**src/rtl/rvfi_check_sequencer_if.sv**
```systemverilog
// rtl/rvfi_check_sequencer_if.sv - handshake bundle between check harness and sequencer
// master = harness side (drives enable/retire channels); slave = sequencer.
interface rvfi_check_sequencer_if #(
  parameter int NRET  = 1,
  parameter int CNT_W = 8
);
  logic             enable;
  logic [NRET-1:0]  rvfi_valid;
  logic [NRET-1:0]  rvfi_halt;
  logic             core_reset;
  logic             trig;
  logic             check;
  logic [CNT_W-1:0] cycle;
  logic [CNT_W-1:0] retired;
  logic [CNT_W-1:0] idle_cnt;
  logic             hang;
  logic             halted;
  logic             done;

  modport master (
    output enable, rvfi_valid, rvfi_halt,
    input  core_reset, trig, check, cycle, retired, idle_cnt, hang, halted, done
  );

  modport slave (
    input  enable, rvfi_valid, rvfi_halt,
    output core_reset, trig, check, cycle, retired, idle_cnt, hang, halted, done
  );
endinterface

```
**src/rtl/rvfi_check_sequencer.sv**
```systemverilog
// rtl/rvfi_check_sequencer.sv - reset/run/trigger/check sequencer for rvfi checkers
// Holds the core in reset, runs it, strobes trig/check, tracks retirements, hangs and halts.
module rvfi_check_sequencer #(
  parameter int NRET         = 1,
  parameter int RESET_CYCLES = 2,
  parameter int TRIG_CYCLE   = 4,
  parameter int CHECK_CYCLE  = 8,
  parameter int HANG_LIMIT   = 5,
  parameter int CNT_W        = 8
) (
  input logic                   clock,
  input logic                   reset,
  rvfi_check_sequencer_if.slave bus
);

  if (NRET < 1 || RESET_CYCLES < 1 || TRIG_CYCLE < 0 || CHECK_CYCLE <= TRIG_CYCLE ||
      HANG_LIMIT < 1 || CHECK_CYCLE >= (1 << CNT_W) || HANG_LIMIT >= (1 << CNT_W) ||
      RESET_CYCLES >= (1 << CNT_W)) begin : g_bad_params
    $error("rvfi_check_sequencer: illegal parameter combination");
  end

  typedef enum logic [1:0] {S_IDLE, S_RST, S_RUN, S_DONE} state_t;

  localparam logic [CNT_W-1:0] MAX_CNT = '1;

  state_t           r_state;
  logic [CNT_W-1:0] r_rst_cnt;
  logic [CNT_W-1:0] r_cycle;
  logic [CNT_W-1:0] r_retired;
  logic [CNT_W-1:0] r_idle;
  logic             r_core_reset;
  logic             r_hang;
  logic             r_halted;
  logic             r_done;

  logic [CNT_W:0]   w_pop;
  logic [CNT_W:0]   w_ret_sum;
  logic [CNT_W-1:0] w_ret_next;
  logic [CNT_W-1:0] w_idle_next;
  logic             w_any_valid;
  logic             w_halt_hit;
  logic             w_trig;
  logic             w_check;

  always_comb begin
    w_pop = '0;
    for (int i = 0; i < NRET; i++) begin
      w_pop = w_pop + {{CNT_W{1'b0}}, bus.rvfi_valid[i]};
    end
  end

  // Carry out of the widened sum means the count would pass all-ones.
  assign w_ret_sum   = {1'b0, r_retired} + w_pop;
  assign w_ret_next  = w_ret_sum[CNT_W] ? MAX_CNT : w_ret_sum[CNT_W-1:0];
  assign w_any_valid = |bus.rvfi_valid;
  assign w_halt_hit  = |(bus.rvfi_valid & bus.rvfi_halt);
  assign w_idle_next = w_any_valid ? '0 : ((r_idle == MAX_CNT) ? MAX_CNT : r_idle + CNT_W'(1));

  assign w_trig  = (r_state == S_RUN) && (r_cycle == CNT_W'(TRIG_CYCLE));
  assign w_check = (r_state == S_RUN) && (r_cycle == CNT_W'(CHECK_CYCLE));

  always_ff @(posedge clock or posedge reset) begin
    if (reset) begin
      r_state      <= S_IDLE;
      r_rst_cnt    <= '0;
      r_cycle      <= '0;
      r_retired    <= '0;
      r_idle       <= '0;
      r_core_reset <= 1'b1;
      r_hang       <= 1'b0;
      r_halted     <= 1'b0;
      r_done       <= 1'b0;
    end else if (!bus.enable) begin
      r_state      <= S_IDLE;
      r_rst_cnt    <= '0;
      r_cycle      <= '0;
      r_retired    <= '0;
      r_idle       <= '0;
      r_core_reset <= 1'b1;
      r_hang       <= 1'b0;
      r_halted     <= 1'b0;
      r_done       <= 1'b0;
    end else begin
      case (r_state)
        S_IDLE: begin
          r_state   <= S_RST;
          r_rst_cnt <= '0;
        end
        S_RST: begin
          r_rst_cnt <= r_rst_cnt + CNT_W'(1);
          if (r_rst_cnt == CNT_W'(RESET_CYCLES - 1)) begin
            r_state      <= S_RUN;
            r_cycle      <= '0;
            r_core_reset <= 1'b0;
          end
        end
        S_RUN: begin
          r_retired <= w_ret_next;
          r_idle    <= w_idle_next;
          if (w_idle_next == CNT_W'(HANG_LIMIT)) r_hang <= 1'b1;
          if (w_halt_hit) r_halted <= 1'b1;
          // cycle freezes at the exit index so it can never wrap
          if (w_halt_hit || w_check) begin
            r_state <= S_DONE;
            r_done  <= 1'b1;
          end else begin
            r_cycle <= r_cycle + CNT_W'(1);
          end
        end
        default: begin
          r_state <= S_DONE;
        end
      endcase
    end
  end

  assign bus.core_reset = r_core_reset;
  assign bus.trig       = w_trig;
  assign bus.check      = w_check;
  assign bus.cycle      = r_cycle;
  assign bus.retired    = r_retired;
  assign bus.idle_cnt   = r_idle;
  assign bus.hang       = r_hang;
  assign bus.halted     = r_halted;
  assign bus.done       = r_done;

endmodule

```
**src/flat_wrapper.sv**
```systemverilog
// flat-port wrapper written by rule: the top's interface ports become plain ports
module rvfi_check_sequencer_flat 
#(
  parameter int NRET         = 1,
  parameter int RESET_CYCLES = 2,
  parameter int TRIG_CYCLE   = 4,
  parameter int CHECK_CYCLE  = 8,
  parameter int HANG_LIMIT   = 5,
  parameter int CNT_W        = 8
)
  (clock, reset, bus_enable, bus_rvfi_valid, bus_rvfi_halt, bus_core_reset, bus_trig, bus_check, bus_cycle, bus_retired, bus_idle_cnt, bus_hang, bus_halted, bus_done);
  rvfi_check_sequencer_if #(.NRET(NRET), .CNT_W(CNT_W)) bus_i ();
  input logic clock;
  input logic reset;
  input wire logic [$bits(bus_i.enable)-1:0] bus_enable;
  input wire logic [$bits(bus_i.rvfi_valid)-1:0] bus_rvfi_valid;
  input wire logic [$bits(bus_i.rvfi_halt)-1:0] bus_rvfi_halt;
  output wire logic [$bits(bus_i.core_reset)-1:0] bus_core_reset;
  output wire logic [$bits(bus_i.trig)-1:0] bus_trig;
  output wire logic [$bits(bus_i.check)-1:0] bus_check;
  output wire logic [$bits(bus_i.cycle)-1:0] bus_cycle;
  output wire logic [$bits(bus_i.retired)-1:0] bus_retired;
  output wire logic [$bits(bus_i.idle_cnt)-1:0] bus_idle_cnt;
  output wire logic [$bits(bus_i.hang)-1:0] bus_hang;
  output wire logic [$bits(bus_i.halted)-1:0] bus_halted;
  output wire logic [$bits(bus_i.done)-1:0] bus_done;
  assign bus_i.enable = bus_enable;
  assign bus_i.rvfi_valid = bus_rvfi_valid;
  assign bus_i.rvfi_halt = bus_rvfi_halt;
  assign bus_core_reset = bus_i.core_reset;
  assign bus_trig = bus_i.trig;
  assign bus_check = bus_i.check;
  assign bus_cycle = bus_i.cycle;
  assign bus_retired = bus_i.retired;
  assign bus_idle_cnt = bus_i.idle_cnt;
  assign bus_hang = bus_i.hang;
  assign bus_halted = bus_i.halted;
  assign bus_done = bus_i.done;
  rvfi_check_sequencer #(.NRET(NRET), .RESET_CYCLES(RESET_CYCLES), .TRIG_CYCLE(TRIG_CYCLE), .CHECK_CYCLE(CHECK_CYCLE), .HANG_LIMIT(HANG_LIMIT), .CNT_W(CNT_W)) u_core (.clock(clock), .reset(reset), .bus(bus_i));
endmodule
```
**config.mk**
```make
export PLATFORM = sky130hd
export DESIGN_NAME = rvfi_check_sequencer_flat
export DESIGN_NICKNAME = d
export VERILOG_FILES = /design/src/rtl/rvfi_check_sequencer_if.sv /design/src/rtl/rvfi_check_sequencer.sv /design/src/flat_wrapper.sv
export SDC_FILE = /design/constraint.sdc
export NUM_CORES = 1
export LEC_CHECK = 0
export BUFFER_PORTS_ARGS = -buffer_cell sky130_fd_sc_hd__buf_2
export CAP_MARGIN = 30
export CORE_AREA = 2 2 74 76
export CTS_CLUSTER_SIZE = 28
export DETAILED_ROUTE_END_ITERATION = 7
export DIE_AREA = 0 0 76 78
export GPL_TIMING_DRIVEN = 0
export PLACE_DENSITY_LB_ADDON = 0.12
export SLEW_MARGIN = 40
export SYNTH_ARGS = -nofsm -noshare
export SYNTH_HDL_FRONTEND = slang
export SYNTH_SLANG_ARGS = --single-unit
```
**constraint.sdc**
```tcl
create_clock -name clock -period 2.88 [get_ports clock]
set_input_delay 0.144 -clock clock [delete_from_list [all_inputs] [get_ports clock]]
set_output_delay 0.144 -clock clock [all_outputs]
set_load 0.03 [all_outputs]
```
# Word-level counts from Yosys, hierarchy flattened

Index checks and enable logic that the tools add are counted.

Logic and storage cells: 71
Output and inout bits: 30
Bits in registers: 38

Eq/ne operators: 18
Reductions and logical operators: 10
Multiplexer cells: 29
Bitwise logic cells: 1
Add/sub/neg operators: 4

Operators with widths:

| cell                | number |
|---|---|
| $mux 8              | 11 |
| $pmux 8 s2          | 2 |
| $add 8x1->8 const B | 3 |
| $eq 8x3->1 const B  | 2 |
| $mux 1              | 12 |
| $ne 2x1->1 const B  | 6 |
| $reduce_and 2->1    | 5 |
| $add 8x1->9         | 1 |
| $eq 8x1->1 const B  | 1 |
| $eq 8x4->1 const B  | 1 |
| $eq 8x8->1 const B  | 1 |
| $mux 2              | 3 |
| $ne 3x1->1 const B  | 2 |
| $ne 3x3->1 const B  | 2 |
| $pmux 2 s3          | 1 |
| $ne 3x2->1 const B  | 1 |
| $reduce_and 3->1    | 1 |
| $eq 2x1->1 const B  | 1 |
| $eq 2x2->1 const B  | 1 |
| $logic_and 1x1->1   | 2 |
| $logic_not 2->1     | 1 |
| $and 1x1->1         | 1 |
| $logic_or 1x1->1    | 1 |

# Longest topological paths before layout

Gate-level depths: netlist (run 1).

Depth after elaboration: 7
Gate-level depth with buffers: 6

# Worst setup path before layout (run 1)

OpenSTA, ideal clock, no wires.

Path type: reg-to-reg
From: register u_core.r_idle[1] (netlist: u_core.bus.idle_cnt[1])
To: register u_core.r_idle[3] (netlist: u_core.bus.idle_cnt[3])
Arrival time: 1.690 ns
Data required time: 2.799 ns
Buffers on the path: 0
Period minus slack after synthesis: 1.771 ns
Setup slack: 1.109 ns
Stages on the path, launching flop included: 6
Cell sequence: dfrtp_1 ha_1 and4_2 a22oi_1 or3_1 a21oi_1

Cells in the longest elaborated chain, start to end: 5

RTL lines:

| what                                      | RTL line                   | source |
|---|---|---|
| from (decl)                               | rvfi_check_sequencer.sv:30 | `logic [CNT_W-1:0] r_idle;` |
| from (signal assigned)                    | rvfi_check_sequencer.sv:99 | `r_idle <= w_idle_next;` |
| $add 8x1->8 or $eq 8x8->1 (tied branches) | rvfi_check_sequencer.sv:57 | `assign w_idle_next = w_any_valid ? '0 : ((r_idle == MAX_CNT) ? MAX_CNT : r_idle + CNT_W'(1));` |
| $mux 8 * (2 in a row)                     | rvfi_check_sequencer.sv:57 |  |
| $mux 8 *                                  | rvfi_check_sequencer.sv:84 | `case (r_state)` |
| $mux 8 *                                  | rvfi_check_sequencer.sv:73 | `end else if (!bus.enable) begin` |

Every way passes the cells marked *; elsewhere a longest branch is shown, timed or not. The select of a mux whose other input is x is not followed.
A chain may end at the register's enable or synchronous reset.

# Worst setup path after layout (run 1)

From: register u_core.r_state[1]
To: output port bus_trig

Cells in the longest elaborated chain, start to end: 2

RTL lines:

| what                   | RTL line                   | source |
|---|---|---|
| from (decl)            | rvfi_check_sequencer.sv:26 | `state_t r_state;` |
| from (signal assigned) | rvfi_check_sequencer.sv:64 | `r_state <= S_IDLE;` |
| from (signal assigned) | rvfi_check_sequencer.sv:74 | `r_state <= S_IDLE;` |
| from (signal assigned) | rvfi_check_sequencer.sv:86 | `r_state <= S_RST;` |
| $eq 2x2->1             | rvfi_check_sequencer.sv:59 | `assign w_trig = (r_state == S_RUN) && (r_cycle == CNT_W'(TRIG_CYCLE));` |
| $logic_and 1x1->1      | rvfi_check_sequencer.sv:59 |  |
| to (decl)              | flat_wrapper.sv:19         | `output wire logic [$bits(bus_i.trig)-1:0] bus_trig;` |

Every way passes these cells.

==> results by group, run 1 <==
Status
  – Status: finished, final reports clean

Clocking
  – Worst-Skew Late Latency: 300 ps
  – Post-CTS Setup Inserts: 0
  – CTS H-tree depth: 2
  – CTS Buf Count: 5
  – Clock Sinks: 38
  – CTS tree: done
  – Clock slew at reported path FFs: 80 ps
  – CTS Buffer Depth: 2
  – Clock root cell: clkbuf_8

Yosys
  – Synth area leaders: dfrtp_1 42%, a21oi_1 4.7%, o21ai_0 4.7%, nand2_1 4.0%, ha_1 3.9%
  – Adder-cell share of the synthesized area: 3.93%
  – Cells after Synth: 239
  – Mapped cell area: 2230 um2
  – Syn Nets: 251
  – Post-Synth Simple-Gate Area: 23.1%
  – Complex-gate fraction of the synthesized area: 23.8%
  – Unique cell type count in the Yosys netlist: 56
  – Xor and xnor area share after synthesis: 0.787%
  – Syn_area_per_cell: 9.32 um2
  – Largest family of logic cells by synthesized area: compound AO/OA/AOI/OAI gates
  – Top post-synthesis cells by count: 37 x dfrtp_1, 24 x nand2_1, 21 x a21oi_1, 21 x o21ai_0, 16 x nand3_1
  – Count leader, synth: dfrtp_1
  – Number of synthesized flops with an enable pin: 0
  – Syn. warnings: 0
  – Post-synth top flop: dfrtp_1
  – Synth top area share: 41.6%
  – Cell taking the most area after synthesis: dfrtp_1
  – Multiplexer share of the synthesized area: 1.80%
  – Async S/R FF share, synth: 100%
  – Flops & latches, synth: 38
  – Seq/Total Area, Yosys: 42.8%

Timing
  – Tcrit/Tclk final: 67.4%
  – Max Freq: 515 MHz
  – Clock period minus worst slack: 1940 ps
  – Final setup skew: 10.9 ps
  – Final WS setup: 938 ps
  – Final setup vio count: 0
  – Slew margin rel.: 66.4%
  – Worst-Margin Slew: 504 ps
  – Hold Vio Cnt, Final: 0
  – Pins Over Slew Limit: 0
  – TNS Setup: 0 ps
  – RSZ-0062 raised after global routing: false

Power and ir drop
  – Power Dens Cells: 431 nW/um2
  – Worst vdd ir: 261 uV
  – Static Leakage: 1.23 nW

Global route
  – First-pass GRT wire length: 9030 um
  – Gr usage total: 18.8%
  – Initial antenna violation count: 0
  – GR Overflow Total: 0
  – Largest net degree at the start of global routing: 39
  – Vias in the first global route: 1841

Finish
  – Synth-to-Final Area Change: 16.2%
  – Ant. Diodes: 0
  – Layout net count: 293
  – Core Util, Final: 51.3%
  – Layout cells sized above 1: 22.7%
  – Final instance area: 2590 um2
  – Fillers: 493

Drt
  – DR iter-0 viols: 100
  – DR WL met2: 2370 um
  – M1 wire length: 2560 um
  – Post-route ant nets: 0
  – Vias per cell: 5.56
  – Pre-antenna DRT Iters: 4
  – Final wirelength: 5230 um
  – Residual DRC: 0
  – Vias: 1957
  – Top Layer Used: met4
  – Metal3 WL: 239 um
  – Routed WL per cell: 14.9 um

Worst setup path
  – Crit path kind: reg -> out
  – Reg-to-Reg Start: u_core.bus.idle_cnt[1]
  – CP startpoint: u_core.r_state[1]
  – Critical path cell sequence: nor2b_1, buf_2, buf_2, and4_1, buf_2
  – Crit path required time: 2740 ps
  – Crit-path max FO: 10
  – Setup crit start kind: flip-flop
  – CP arrival: 1800 ps
  – Max incr delay on CP: 440 ps
  – Crit path capture type: primary output
  – CP most frequent cell: buf_2
  – Slowest-stage cell, CP: dfrtp_1

Place
  – Placed Area: 2490 um2
  – Post-place setup slack: 1110 ps
  – Hpwl dp: 3620 um
  – Number of port buffers: 34
  – Gp weighted congestion: 0.874

Floorplanning
  – Starting density of the core: 44.2%
  – Die width: 76 um
  – Io pins: 35
  – Die area: 5930 um2
  – Core area: 5040 um2
  – # rows: 26
  – Die Y: 78 um

Min path
  – Hold Path Class: in -> reg
  – Worst Min Path Start: bus_enable

Run
  – Number of max-cap violations: 0
==> routing by layer <==
metal,vias to the layer above,GRT usage [%]
met1,924,26.1
met3,6,3.72
met4,0,6.00
li1,980,-
met2,47,29.5
met5,-,0
==> cell usage in the layout, fill, tap and decap left out, types with 3 or more instances in the layout <==
cell type | netlist | final
nor4_1 | 3 | 3
nand3_1 | 16 | 16
a211oi_1 | 5 | 5
inv_1 | 6 | 5
nand2b_1 | 4 | 4
nand4_1 | 3 | 3
and2_1 | 4 | 4
nor3_1 | 4 | 4
mux2i_1 | 4 | 4
clkbuf_1 | 2 | 3
nor2_1 | 11 | 11
clkbuf_8 | 0 | 6
a41oi_1 | 4 | 4
a31oi_1 | 4 | 4
and3_1 | 9 | 9
ha_1 | 7 | 7
o21a_1 | 3 | 3
dfrtp_1 | 37 | 37
buf_2 | 4 | 38
o21ai_0 | 21 | 21
a21oi_1 | 21 | 21
nand2_1 | 24 | 24
==> registers in the layout, summed over array words and instances (netlist names) <==
name and count:
u_core.bus.cycle 8, u_core.bus.core_reset 1, u_core.bus.retired 8, u_core.bus.done 1, u_core.r_rst_cnt 8, u_core.bus.idle_cnt 8
u_core.bus.hang 1, u_core.bus.halted 1, u_core.r_state 2
==> path summary, 6_finish.rpt <==
kind,end,slack (ps),depth (start not counted)
worst min register to register,u_core.bus.core_reset,470,2
worst max-delay path,bus_trig,940,5
worst max register to register,u_core.bus.hang,1040,5
min in group asynchronous,u_core.bus.retired[7],420,3
worst min-delay path,u_core.bus.idle_cnt[7],240,3
max in group asynchronous,u_core.bus.core_reset,2110,3
==> layout make-up <==
class / count / area [um2] / area share [%]
Clock inverter: 1 / 5.00 / 0.193
Buffer: 10 / 58.8 / 2.27
Inverter: 7 / 28.8 / 1.11
Tap cell: 70 / 87.6 / 3.38
Sequential cell: 38 / 952 / 36.8
Multi-Input combinational cell: 184 / 1190 / 46.0
Timing Repair Buffer: 35 / 180 / 6.96
Clock buffer: 7 / 86.3 / 3.33
==> worst max-delay path: cells and delay by family, from the launching register on <==
kind                   cells  cell delay (ps)
buffers and inverters      3              700
flip-flops                 1              440
AND/OR/NAND/NOR            2              360
==> metrics by stage <==
| stage | std cells | total power [mW] | hold WS, ps |
|---|---|---|---|
| after floorplan | 239 | 0.694 | 336 |
| after global routing | 352 | 1.17 | 258 |
| after CTS | 352 | 1.13 | 245 |
| after global placement | 343 | 0.736 | 451 |
| final | 352 | 1.12 | 240 |
| after detailed placement | 343 | 0.737 | 217 |
==> cells by family (layout without fill, tap and decap cells) <==
kind of cell	Yosys count	after routing
xor gates and xnor gates	2	2
AOI/OAI and AO/OA	80	80
DFF	38	38
buffers and inverters	17	60
and+or+nand+nor	91	91
adders and majority gates	7	7
muxes	4	4
==> timing repair <==
item	CTS	global route
gates resized for setup	0	0
hold endpoints to repair	37	0
hold buffers	1	0
==> where the power goes <==
group          switching [mW]  total (mW)  internal [mW]  leakage, nW
Combinational           0.100       0.157         0.0570        0.660
Sequential             0.0193       0.568          0.549        0.523
Clock                   0.197       0.391          0.193       0.0482
Total                   0.317        1.12          0.799         1.23
(Power assumes the default switching activity.)
==> run 2: changes to the inputs <==
==> constraint.sdc (replaced) <==
create_clock -name clock -period 1.8 [get_ports clock]
set_input_delay 0.09 -clock clock [delete_from_list [all_inputs] [get_ports clock]]
set_output_delay 0.09 -clock clock [all_outputs]
set_load 0.03 [all_outputs]
==> results by group, run 2 (synthesis gave the netlist of run 1 again) <==
Finish
  – Layout cells sized above 1: 25.7% (+3.0 points)
  – Fillers: 489 (-0.81%)
  – Layout net count: 295 (+0.68%)
  – Synth-to-Final Area Change: 18.4%
  – Ant. Diodes: 0 (unchanged)
  – Most frequent cells in the layout: 34 x dfrtp_1, 33 x buf_2, 24 x nand2_1
  – Most common cell after layout, fill and taps aside: dfrtp_1
  – Core Util, Final: 52.3% (+0.97 points)

Status
  – Status: finished, final reports clean

Timing
  – Final setup skew: 11.1 ps (+0.187 ps)
  – Pins Over Slew Limit: 0 (unchanged)
  – Tcrit/Tclk final: 95.3%
  – Final setup vio count: 0 (unchanged)
  – Clock period minus worst slack: 1720 ps
  – Slew margin rel.: 63.1% (-3.3 points)
  – Final WS setup: 83.8 ps (-854 ps)
  – Max Freq: 583 MHz
  – Worst-Margin Slew: 554 ps (+49.3 ps)
  – Hold Vio Cnt, Final: 0 (unchanged)

Floorplanning
  – Io pins: 35 (unchanged)
  – # rows: 26 (unchanged)
  – Starting density of the core: 44.2% (unchanged)
  – Die area: 5930 um2 (unchanged)
  – Die width: 76 um (unchanged)
  – Die Y: 78 um (unchanged)
  – Core area: 5040 um2 (unchanged)

Drt
  – Pre-antenna DRT Iters: 5 (+1)
  – DR iter-0 viols: 77 (-23%)
  – Vias: 1993 (+1.8%)
  – Post-route ant nets: 0 (unchanged)
  – Final wirelength: 5330 um (+1.9%)
  – Residual DRC: 0 (unchanged)
  – Routed WL per cell: 15.1 um (+1.4%)
  – Vias per cell: 5.63 (+1.3%)

Worst setup path
  – Crit path required time: 1710 ps (-1030 ps)
  – Family with the most delay on the worst path: simple AND/OR/NAND/NOR gates
  – Setup crit start kind: flip-flop
  – Slowest-stage cell, CP: dfrtp_2
  – R2r setup slk: 90 ps (-950 ps)
  – CP arrival: 1630 ps (-170 ps)
  – Worst reg2reg path depth: 5 (unchanged)
  – Crit path capture type: primary output
  – Crit path kind: reg -> out
  – Max incr delay on CP: 440 ps (about the same)
  – Critical path cell sequence: inv_1, ha_1, nor4b_4, and4_1, buf_4
  – Reg-to-Reg Start: u_core.bus.idle_cnt[1]
  – R2R Path End: u_core.bus.hang
  – Bufs and invs on worst path: 2 (-1)
  – Crit-path max FO: 5 (-5)

Clocking
  – Clock slew at reported path FFs: 80 ps (about the same)
  – CTS tree: done
  – CTS Buffer Depth: 2 (unchanged)
  – Worst-Skew Late Latency: 300 ps (about the same)
  – CTS H-tree depth: 2 (unchanged)
  – Clock Sinks: 38 (unchanged)
  – Clock root cell: clkbuf_8
  – CTS Buf Count: 5 (unchanged)

Global route
  – Vias in the first global route: 1841 (unchanged)
  – GR Overflow Total: 0 (unchanged)
  – Initial antenna violation count: 0 (unchanged)
  – Gr usage total: 18.8% (unchanged)
  – Largest net degree at the start of global routing: 39 (unchanged)
  – First-pass GRT wire length: 9030 um (unchanged)

Min path
  – Min-Delay Path Depth: 3 (unchanged)
  – Hold EP: u_core.bus.idle_cnt[7]
  – Worst Min Path Start: bus_enable
  – Hold Path Class: in -> reg

Place
  – Number of port buffers: 34 (unchanged)
  – Hpwl dp: 3620 um (unchanged)
  – Post-place setup slack: 28.1 ps (-1080 ps)
  – Gp weighted congestion: 0.874 (unchanged)

Power and ir drop
  – Power Dens Cells: 684 nW/um2 (+59%)
  – Static Leakage: 1.23 nW (+0.26%)
  – Power, Total: 1.81 mW (+62%)
  – Worst vdd ir: 416 uV (+59%)

Run
  – Number of max-cap violations: 0 (unchanged)
[run 2: worst min-delay path, cell delays in order]
cell and delay, ps:
buf_2 110, clkinv_1 210, a21oi_2 40
[run 2: stage by stage]
| stage | cells | area, um2 | TNS (ps) | hold slack, ps |
|---|---|---|---|---|
| after floorplan | 239 | 2230 | 0 | 282 |
| after global placement | 343 | 2480 | 0 | 451 |
| after detailed placement | 343 | 2490 | 0 | 163 |
| after CTS | 352 | 2600 | 0 | 191 |
| after global routing | 354 | 2640 | -31.4 | 204 |
| final | 354 | 2640 | 0 | 191 |
[run 2: where the power goes]
part,switching [mW],leakage (nW),internal [mW]
clock,0.313,0.0482,0.309
sequential,0.0289,0.519,0.880
combinational,0.168,0.668,0.106
total,0.509,1.23,1.30
[run 2: how the worst max path moves through the flow]
stage                                   endpoint                    from  slack (ps)  depth (start not counted)
final                                   bus_trig     u_core.bus.cycle[0]          80                          5
after detailed placement         u_core.bus.hang  u_core.bus.idle_cnt[1]          30                          5
after floorplan           u_core.bus.idle_cnt[3]  u_core.bus.idle_cnt[1]          30                          5
after global routing             u_core.bus.hang  u_core.bus.idle_cnt[1]         -30                          5
after global placement    u_core.bus.idle_cnt[3]  u_core.bus.idle_cnt[1]          30                          5
after CTS                        u_core.bus.hang  u_core.bus.idle_cnt[1]           7                          5
[run 2: repair_timing]
item | 4_1_cts | 5_1_grt
endpoints found under the hold margin | 37 | 0
hold buffers | 1 | 0
setup endpoints to repair | 2 | 12
resized for setup | 3 | 11
setup buffers | 0 | 2
cloned | 0 | 0
pin swaps | 0 | 2
[run 2: cell type report]
type | count | area (um2) | share of cell area (%)
Buffer | 10 | 66.3 | 2.51
Tap cell | 70 | 87.6 | 3.32
Inverter | 7 | 28.8 | 1.09
Clock buffer | 7 | 86.3 | 3.27
Timing Repair Buffer | 37 | 200 | 7.59
Multi-Input combinational cell | 184 | 1210 | 45.8
Clock inverter | 1 | 5.00 | 0.190
Sequential cell | 38 | 956 | 36.2
[run 2: routing by layer]
metal | share of wire [%] | track usage [%] | up-vias
met5 | 0 | 0 | -
met4 | 1.1 | 6.00 | 0
met3 | 5.2 | 3.72 | 6
met2 | 45 | 29.5 | 58
met1 | 48 | 26.1 | 943
li1 | - | - | 986
